--- src/rtl/regfile_wb_sched_if.sv ---
// Writeback-scheduler bus: requester handshake, register-file write port,
// issue-stage hazard query and scoreboard status.
interface regfile_wb_sched_if #(
    parameter int NREQ = 3,
    parameter int AW   = 5,
    parameter int DW   = 32
);
    logic                 stall;
    logic [NREQ-1:0]      req_valid;
    logic [NREQ*AW-1:0]   req_addr;
    logic [NREQ*DW-1:0]   req_data;
    logic [NREQ-1:0]      req_ready;
    logic                 wen;
    logic [AW-1:0]        wadd;
    logic [DW-1:0]        wdata;
    logic                 iss_valid;
    logic [AW-1:0]        iss_rd;
    logic [AW-1:0]        iss_rs1;
    logic [AW-1:0]        iss_rs2;
    logic                 iss_hazard;
    logic [(2**AW)-1:0]   busy;
    logic [AW:0]          pend_cnt;
    logic                 err;

    modport master (
        output stall, req_valid, req_addr, req_data,
               iss_valid, iss_rd, iss_rs1, iss_rs2,
        input  req_ready, wen, wadd, wdata, iss_hazard, busy, pend_cnt, err
    );

    modport slave (
        input  stall, req_valid, req_addr, req_data,
               iss_valid, iss_rd, iss_rs1, iss_rs2,
        output req_ready, wen, wadd, wdata, iss_hazard, busy, pend_cnt, err
    );
endinterface

--- src/rtl/regfile_wb_sched.sv ---
// Round-robin arbiter for the register-file write port, with a one-entry
// registered write slot that holds across stalls and a busy-register scoreboard.
module regfile_wb_sched #(
    parameter int NREQ = 3,
    parameter int AW   = 5,
    parameter int DW   = 32
) (
    input  logic               CLK,
    input  logic               RST,
    regfile_wb_sched_if.slave  bus
);
    localparam int NREG = 2**AW;
    localparam int PW   = (NREQ > 1) ? $clog2(NREQ) : 1;

    logic [PW-1:0]   ptr_q,   ptr_d;
    logic            wen_q,   wen_d;
    logic [AW-1:0]   wadd_q,  wadd_d;
    logic [DW-1:0]   wdata_q, wdata_d;
    logic [NREG-1:0] busy_q,  busy_d;
    logic [AW:0]     cnt_q,   cnt_d;
    logic            err_q,   err_d;

    logic            slot_free_s;
    logic            commit_s;
    logic            grant_any_s;
    logic [NREQ-1:0] grant_s;
    logic [AW-1:0]   sel_addr_s;
    logic [DW-1:0]   sel_data_s;
    logic            hazard_s;
    logic            issue_s;

    function automatic int rr_idx(input int p, input int k);
        return (p + k) % NREQ;
    endfunction

    function automatic logic [AW:0] popcount(input logic [NREG-1:0] v);
        logic [AW:0] c;
        c = '0;
        for (int i = 0; i < NREG; i++) begin
            c = c + {{AW{1'b0}}, v[i]};
        end
        return c;
    endfunction

    // Round-robin grant: first valid requester at or after the pointer.
    always_comb begin
        grant_s     = '0;
        grant_any_s = 1'b0;
        sel_addr_s  = '0;
        sel_data_s  = '0;
        ptr_d       = ptr_q;
        slot_free_s = ~wen_q | ~bus.stall;
        if (slot_free_s && !bus.stall) begin
            for (int k = 0; k < NREQ; k++) begin
                if (!grant_any_s && bus.req_valid[rr_idx(int'(ptr_q), k)]) begin
                    grant_any_s = 1'b1;
                    grant_s[rr_idx(int'(ptr_q), k)] = 1'b1;
                    sel_addr_s = bus.req_addr[rr_idx(int'(ptr_q), k)*AW +: AW];
                    sel_data_s = bus.req_data[rr_idx(int'(ptr_q), k)*DW +: DW];
                    ptr_d      = PW'(rr_idx(int'(ptr_q), k + 1));
                end else begin
                    grant_s = grant_s;
                end
            end
        end else begin
            grant_any_s = 1'b0;
        end
    end

    // Hazard uses registered busy only; a retiring register still blocks issue.
    always_comb begin
        hazard_s = bus.iss_valid &
                   (busy_q[bus.iss_rs1] | busy_q[bus.iss_rs2] | busy_q[bus.iss_rd]);
        issue_s  = bus.iss_valid & ~hazard_s & ~bus.stall & (bus.iss_rd != {AW{1'b0}});
        commit_s = wen_q & ~bus.stall;
    end

    // Write slot next state: load on transfer (x0 dropped), clear on commit, else hold.
    always_comb begin
        wen_d   = wen_q;
        wadd_d  = wadd_q;
        wdata_d = wdata_q;
        if (grant_any_s) begin
            if (sel_addr_s != {AW{1'b0}}) begin
                wen_d   = 1'b1;
                wadd_d  = sel_addr_s;
                wdata_d = sel_data_s;
            end else begin
                wen_d   = 1'b0;
            end
        end else if (commit_s) begin
            wen_d = 1'b0;
        end else begin
            wen_d = wen_q;
        end
    end

    // Scoreboard: clear on retire, then set on issue so a forced collision sets.
    always_comb begin
        busy_d = busy_q;
        err_d  = err_q;
        if (commit_s) begin
            if (!busy_q[wadd_q]) begin
                err_d = 1'b1;
            end else begin
                err_d = err_q;
            end
            busy_d[wadd_q] = 1'b0;
        end else begin
            busy_d = busy_q;
        end
        if (issue_s) begin
            busy_d[bus.iss_rd] = 1'b1;
        end else begin
            busy_d = busy_d;
        end
        busy_d[0] = 1'b0;
        cnt_d     = popcount(busy_d);
    end

    // State registers.
    always_ff @(posedge CLK or posedge RST) begin
        if (RST) begin
            ptr_q   <= '0;
            wen_q   <= 1'b0;
            wadd_q  <= '0;
            wdata_q <= '0;
            busy_q  <= '0;
            cnt_q   <= '0;
            err_q   <= 1'b0;
        end else begin
            ptr_q   <= ptr_d;
            wen_q   <= wen_d;
            wadd_q  <= wadd_d;
            wdata_q <= wdata_d;
            busy_q  <= busy_d;
            cnt_q   <= cnt_d;
            err_q   <= err_d;
        end
    end

    assign bus.req_ready  = grant_s;
    assign bus.wen        = wen_q;
    assign bus.wadd       = wadd_q;
    assign bus.wdata      = wdata_q;
    assign bus.iss_hazard = hazard_s;
    assign bus.busy       = busy_q;
    assign bus.pend_cnt   = cnt_q;
    assign bus.err        = err_q;
endmodule

--- src/flat_wrapper.sv ---
// flat-port wrapper written by rule: the top's interface ports become plain ports
module regfile_wb_sched_flat 
#(
    parameter int NREQ = 3,
    parameter int AW   = 5,
    parameter int DW   = 32
)
  (CLK, RST, bus_stall, bus_req_valid, bus_req_addr, bus_req_data, bus_iss_valid, bus_iss_rd, bus_iss_rs1, bus_iss_rs2, bus_req_ready, bus_wen, bus_wadd, bus_wdata, bus_iss_hazard, bus_busy, bus_pend_cnt, bus_err);
  regfile_wb_sched_if #(.NREQ(NREQ), .AW(AW), .DW(DW)) bus_i ();
  input  logic CLK;
  input  logic RST;
  input wire logic [$bits(bus_i.stall)-1:0] bus_stall;
  input wire logic [$bits(bus_i.req_valid)-1:0] bus_req_valid;
  input wire logic [$bits(bus_i.req_addr)-1:0] bus_req_addr;
  input wire logic [$bits(bus_i.req_data)-1:0] bus_req_data;
  input wire logic [$bits(bus_i.iss_valid)-1:0] bus_iss_valid;
  input wire logic [$bits(bus_i.iss_rd)-1:0] bus_iss_rd;
  input wire logic [$bits(bus_i.iss_rs1)-1:0] bus_iss_rs1;
  input wire logic [$bits(bus_i.iss_rs2)-1:0] bus_iss_rs2;
  output wire logic [$bits(bus_i.req_ready)-1:0] bus_req_ready;
  output wire logic [$bits(bus_i.wen)-1:0] bus_wen;
  output wire logic [$bits(bus_i.wadd)-1:0] bus_wadd;
  output wire logic [$bits(bus_i.wdata)-1:0] bus_wdata;
  output wire logic [$bits(bus_i.iss_hazard)-1:0] bus_iss_hazard;
  output wire logic [$bits(bus_i.busy)-1:0] bus_busy;
  output wire logic [$bits(bus_i.pend_cnt)-1:0] bus_pend_cnt;
  output wire logic [$bits(bus_i.err)-1:0] bus_err;
  assign bus_i.stall = bus_stall;
  assign bus_i.req_valid = bus_req_valid;
  assign bus_i.req_addr = bus_req_addr;
  assign bus_i.req_data = bus_req_data;
  assign bus_i.iss_valid = bus_iss_valid;
  assign bus_i.iss_rd = bus_iss_rd;
  assign bus_i.iss_rs1 = bus_iss_rs1;
  assign bus_i.iss_rs2 = bus_iss_rs2;
  assign bus_req_ready = bus_i.req_ready;
  assign bus_wen = bus_i.wen;
  assign bus_wadd = bus_i.wadd;
  assign bus_wdata = bus_i.wdata;
  assign bus_iss_hazard = bus_i.iss_hazard;
  assign bus_busy = bus_i.busy;
  assign bus_pend_cnt = bus_i.pend_cnt;
  assign bus_err = bus_i.err;
  regfile_wb_sched #(.NREQ(NREQ), .AW(AW), .DW(DW)) u_core (.CLK(CLK), .RST(RST), .bus(bus_i));
endmodule
--- config.mk ---
export PLATFORM = sky130hd
export DESIGN_NAME = regfile_wb_sched_flat
export DESIGN_NICKNAME = d
export VERILOG_FILES = /design/src/rtl/regfile_wb_sched_if.sv /design/src/rtl/regfile_wb_sched.sv /design/src/flat_wrapper.sv
export SDC_FILE = /design/constraint.sdc
export NUM_CORES = 1
export LEC_CHECK = 0
export CAP_MARGIN = 20
export CORE_UTILIZATION = 50
export DETAILED_ROUTE_END_ITERATION = 8
export HOLD_SLACK_MARGIN = 0.02
export PLACE_DENSITY = 0.9
export SLEW_MARGIN = 25
export SYNTH_ARGS = -nofsm -noshare
export SYNTH_HDL_FRONTEND = slang
export SYNTH_SLANG_ARGS = --single-unit
export TNS_END_PERCENT = 100
--- constraint.sdc ---
create_clock -name CLK -period 9 [get_ports CLK]
set_input_delay 1.8 -clock CLK [delete_from_list [all_inputs] [get_ports CLK]]
set_output_delay 1.8 -clock CLK [all_outputs]
set_load 0.01 [all_outputs]
==> flow_summary_export.csv, run 1 <==
group,metric,value,unit
global_routing,antenna_found_initial,0,
routing,routed_wirelength,29300,microns
clocking,cts_buffers,9,
placement,hpwlAfterDp,20400,microns
placement,routabilityCongestion,0.973,
clocking,clockBufferDepth,2,
timing,maxSlewHeadroom,38.1,%
logic_synthesis,synth_nets,1181,
timing,worstMarginPinSlew,0.929,ns
routing,dr.pass1.iters,9,
logic_synthesis,syn_inst,1003,
placement,place_ws,-0.00307,ns
global_routing,grt_start_max_net_pins,90,
global_routing,grtUsageTotal,32.9,%
global_routing,grt_remaining_overflow,0,
critical_path,cpPeakStageDelay,0.72,ns
clocking,clk_pin_slew,0.07,ns
logic_synthesis,post-synth-top-area-cell,"dfrtp_1",
logic_synthesis,synth_top_area_share,22.3,%
critical_path,cp_max_fo,9,
layout,layout.nets,1342,
timing,hold_violations,0,
logic_synthesis,avgSynthCellArea,8.74,sq um
critical_path,crit_type,"in -> reg",
timing,finClkSkew,0.0122,ns
clocking,cts_setup_buffers,0,
critical_path,crit_buf_inv,7,
placement,portBuffers,212,
timing,min_period,8.67,ns
clocking,cts_hold_buf,0,
logic_synthesis,ys_seq_area_share,22.3,%
timing,final_max_slew_viol_count,0,
routing,wl_per_cell,21.0,microns
timing,min_period_over_period,96.3,%
logic_synthesis,synthFlopType,"dfrtp_1",
global_routing,grt_pass1_vias,8743,
timing,max_freq,115,MHz
floorplanning,fp-row-count,48,
timing,setup_slack,0.332,ns
critical_path,worstPathCellList,"clkdlybuf4s50_1, mux4_2, mux4_2, mux2i_1, nand3_1, o31ai_1, ha_1, inv_1, fa_1, inv_1, fa_1, fa_1, fa_1, inv_1, fa_1, fa_1, inv_1, ha_1, inv_1, fa_1, inv_1, a21o_1, a21oi_1, xnor2_1",
critical_path,crit_top_cell,"fa_1",
placement,dp.cells,1378,
logic_synthesis,async_reset_ff_share,100,%
critical_path,required,9.25,ns
logic_synthesis,synth_common_cells,"nand2_1, o21ai_0, mux2i_1, dfrtp_1, clkbuf_1",
clocking,htreeDepth,3,
clocking,insertion_delay,0.36,ns
logic_synthesis,synth-edff-count,0,
layout,stdcell_count,1394,
floorplanning,core-area,17200,sq um
layout,fin_util,65.8,%
logic_synthesis,ys_ff_latch,78,
global_routing,grt_pass1_wl,46800,microns
critical_path,cp-start-kind,"primary input",
routing,vias_per_cell,6.55,
critical_path,cp_slowest_cell,"clkdlybuf4s50_1",
layout,area_growth,29.4,%
timing,rsz0062_at_grt,"no",
layout,seq_area,1950,sq um
layout,antenna_cells,0,
logic_synthesis,yosysMostFrequentCell,"nand2_1",
logic_synthesis,synth_cell_types,71,
routing,drtAntennaViolNets,0,
clocking,ctsResizeCount,0,
critical_path,crit_family,"adder cells",
floorplanning,start_util,50.9,%
worst_hold_path,hold_path.class,"reg -> reg",
routing,drt_iter0_drc,861,
floorplanning,die_h,134,microns
run,cap_violations,0,
layout,final_layout_size_suffix_gt1_share,10.8,%
floorplanning,die-area,18100,sq um
floorplanning,dieWidth,134,microns
logic_synthesis,yosys-top-cells-area,"dfrtp_1, mux2i_1, mux4_2",
timing,setup_violations,0,
critical_path,cp_data_arrival_time,8.92,ns
layout,multiInputGateArea,6330,sq um
clocking,cts_tree,"done",
routing,drc,0,
run_status,status,"finished clean",
routing,vias,9128,
clocking,cts_sinks,78,
critical_path,crit_path_end_kind,"flip-flop",
clocking,root_buffer,"clkbuf_16",
floorplanning,ioPinCount,214,
layout,nFillCells,1363,
timing,hold-worst-slack,0.493,ns
logic_synthesis,synth_warnings,0,
logic_synthesis,synth_area,8770,sq um
[registers in the layout, indices dropped and copies added, names as in the netlist]
signal	count
u_core.bus.busy	31
u_core.bus.wen	1
u_core.bus.pend_cnt	6
u_core.bus.wadd	5
u_core.bus.wdata	32
u_core.bus.err	1
u_core.ptr_q	2
[worst paths after layout]
| check | slack, ns | from | end | cells after the start |
|---|---|---|---|---|
| worst max-delay path | 0.33 | bus_iss_rs2[0] | u_core.bus.pend_cnt[4] | 24 |
| worst min-delay path | 0.49 | u_core.bus.err | u_core.bus.err | 1 |
| worst max register to register | 2.03 | u_core.bus.busy[30] | u_core.bus.pend_cnt[4] | 23 |
| worst min register to register | 0.49 | u_core.bus.err | u_core.bus.err | 1 |
| max in group asynchronous | 6.52 | RST | u_core.bus.wdata[22] | 3 |
| min in group asynchronous | 1.97 | RST | u_core.bus.err | 3 |
[per-stage QoR]
step,TNS (ns),cell area (sq um)
detailed placement,-0.00307,11000
finish,0,11300
global route,0,11300
global placement,0,11000
floorplan,0,8770
CTS,0,11300
[worst reg2reg max path: cells and delay by family (launching register included)]
family,cells,cell delay (ns)
AND/OR/NAND/NOR,1,0.20
flip-flops,1,0.52
XOR/XNOR,1,0.12
AO/OA/AOI/OAI,3,0.62
multiplexers,3,1.17
buffers and inverters,6,0.44
adder cells (fa/ha/maj),9,3.79
[metal layers]
metal  GRT usage, %  share of wire (%)  up-vias
li1               -                  -     3987
met1           44.2                 40     4383
met2           50.5                 45      630
met3           5.82                9.6      128
met4           17.6                5.1        0
met5              0                  0        -
[final cells by class]
cell class,instances,share of cell area (%)
repair buffers,232,20.1
well taps,225,2.48
clock inverters,5,0.783
inverters,43,1.43
clock buffers,11,2.23
multi-input cells,800,55.8
flip-flops and latches,78,17.2
[cells in the final DEF, fill, tap and decap left out, types with 24 or more instances in the layout]
| master | netlist | layout |
|---|---|---|
| clkdlybuf4s50_1 | 0 | 212 |
| nand2_1 | 198 | 198 |
| o21ai_0 | 140 | 140 |
| mux2i_1 | 118 | 118 |
| dfrtp_1 | 78 | 78 |
| inv_1 | 41 | 40 |
| a22oi_1 | 34 | 34 |
| mux4_2 | 33 | 33 |
| mux2_4 | 27 | 27 |
| fa_1 | 25 | 25 |
| o31ai_1 | 24 | 24 |
[cells by family (layout without fill, tap and decap cells)]
family	after synthesis	after routing	share of synthesized area, %
and+or+nand+nor	280	280	14.0
AOI/OAI and AO/OA	278	278	20.5
muxes	191	191	28.2
buffers and inverters	125	291	5.88
DFF	78	78	22.3
adders and majority gates	45	45	8.56
xor gates and xnor gates	5	5	0.499
other	1	1	0.0428
Power of run 1 is not shown: default switching activity piles up to over one toggle a cycle in this logic, so the estimate is an artifact.
==> inputs of run 2 (changes only) <==
- CORE_MARGIN: not set -> 4
==> run 2 against run 1 <==
- global-route usage fell by 2.8 points
- clock skew fell by 0.0053 ns
- core utilization rose by 0.051 points
==> flow_summary_export.csv, run 2 (same netlist as run 1, synthesis figures left out) <==
group,metric,value,unit
run_status,status,"finished clean",
global_routing,grt_pass1_wl,48300,microns
global_routing,grt_pass1_vias,8946,
floorplanning,start_util,50.9,%
critical_path,cp_slowest_cell,"clkdlybuf4s50_1",
layout,layout_commonest_cell,"clkdlybuf4s50_1",
timing,worstMarginPinSlew,1.03,ns
critical_path,cp_data_arrival_time,8.81,ns
critical_path,cp_max_fo,5,
timing,setup_violations,0,
critical_path,reg2regPathDepth,21,
critical_path,rrSetupSlack,1.97,ns
routing,vias,9035,
layout,final_cell_mix,"clkdlybuf4s50_1, nand2_1, o21ai_0, mux2i_1, dfrtp_1",
floorplanning,dieWidth,140,microns
floorplanning,ioPinCount,214,
layout,largest_reg_flops,32,
routing,drtAntennaViolNets,0,
routing,drc,0,
floorplanning,core-area,17200,sq um
worst_hold_path,hold_path.class,"reg -> reg",
clocking,htreeDepth,3,
layout,final_layout_size_suffix_gt1_share,10.8,%
critical_path,crit_path_end_kind,"flip-flop",
global_routing,antenna_found_initial,1,
critical_path,cp-start-kind,"primary input",
layout,fin_util,65.9,%
placement,portBuffers,212,
critical_path,worstPathCellList,"clkdlybuf4s50_1, mux4_2, mux4_2, mux2i_1, nand3_1, o31ai_1, ha_1, inv_1, fa_1, inv_1, fa_1, fa_1, fa_1, fa_1, inv_1, fa_1, inv_1, ha_1, a21o_1, a21oi_1, nor2b_1, o21a_1",
floorplanning,fp-row-count,48,
critical_path,required,9.23,ns
clocking,clockBufferDepth,2,
placement,routabilityCongestion,1.01,
timing,hold_violations,0,
timing,final_max_slew_viol_count,0,
timing,setup_slack,0.421,ns
clocking,cts_tree,"done",
timing,min_period_over_period,95.3,%
worst_hold_path,whs_path_depth,1,
placement,hpwlAfterDp,21600,microns
critical_path,cpPeakStageDelay,0.61,ns
clocking,insertion_delay,0.34,ns
floorplanning,die_h,140,microns
routing,dr.pass1.iters,6,
run,cap_violations,0,
global_routing,grt_start_max_net_pins,79,
clocking,cts_sinks,78,
critical_path,r2r-end,"u_core.bus.pend_cnt[5]",
clocking,root_buffer,"clkbuf_16",
global_routing,grtUsageTotal,30.1,%
worst_hold_path,worst_hold_path.endpoint,"u_core.bus.err",
clocking,clk_pin_slew,0.06,ns
routing,drt_iter0_drc,1031,
timing,finClkSkew,0.00693,ns
clocking,cts_hold_buf,0,
critical_path,r2r_start,"u_core.bus.busy[28]",
clocking,cts_setup_buffers,0,
timing,rsz0062_at_grt,"no",
global_routing,grt_remaining_overflow,0,
routing,vias_per_cell,6.47,
floorplanning,die-area,19700,sq um
layout,area_growth,29.5,%
timing,tns,0,ns
timing,max_freq,117,MHz
worst_hold_path,min_from,"u_core.bus.err",
critical_path,crit_type,"in -> reg",
critical_path,crit_top_cell,"fa_1",
timing,maxSlewHeadroom,31.3,%
routing,routed_wirelength,30600,microns
timing,min_period,8.58,ns
placement,place_ws,0.0602,ns
layout,layout.nets,1345,
clocking,cts_buffers,9,
routing,wl_per_cell,21.9,microns
run 2: final cells by class:
class / instances / area, sq um
Tap cell: 225 / 282
Timing Repair Buffer: 235 / 2310
Inverter: 43 / 163
Sequential cell: 78 / 1950
Antenna cell: 1 / 2.50
Clock inverter: 4 / 72.6
Fill cell: 1363 / 5880
Multi-Input combinational cell: 800 / 6340
Clock buffer: 11 / 233
run 2: per-stage QoR:
step / instance area [sq um] / cells / hold slack [ns]
floorplan: 8770 / 1003 / 0.503
global placement: 11000 / 1381 / 0.461
detailed placement: 11000 / 1381 / 0.472
CTS: 11300 / 1396 / 0.485
global route: 11400 / 1397 / 0.525
finish: 11400 / 1397 / 0.482
run 2: worst max path at each step:
stage / start / to / slack, ns
after floorplan: bus_iss_rs2[0] / u_core.bus.pend_cnt[4] / 0.69
after global placement: bus_iss_rs2[0] / u_core.bus.pend_cnt[4] / 0.18
final: bus_iss_rs2[1] / u_core.bus.pend_cnt[5] / 0.42
after detailed placement: bus_iss_rs2[0] / u_core.bus.pend_cnt[4] / 0.06
after global routing: bus_iss_rs2[1] / u_core.bus.pend_cnt[5] / 0.03
after CTS: bus_iss_rs2[0] / u_core.bus.pend_cnt[5] / 0.36
run 2: worst max-delay path, delay by kind of cell:
kind	cells	cell delay, ns
buf+inv	5	0.90
mux	3	1.22
fa+ha+maj	8	3.60
compound gates	4	0.96
simple gates	2	0.32
run 2: timing repair:
| item | CTS | global route |
|---|---|---|
| endpoints found under the setup margin | 0 | 1 |
| endpoints found under the hold margin | 0 | 0 |
| resized for setup | 0 | 2 |
run 2: layer usage:
metal	part of all wire [%]	GRT usage (%)	vias up
met4	5.3	14.9	0
met2	46	46.8	659
met5	0	0	-
li1	-	-	3977
met3	11	7.14	133
met1	38	39.4	4266
Power of run 2 is left out for the same reason.
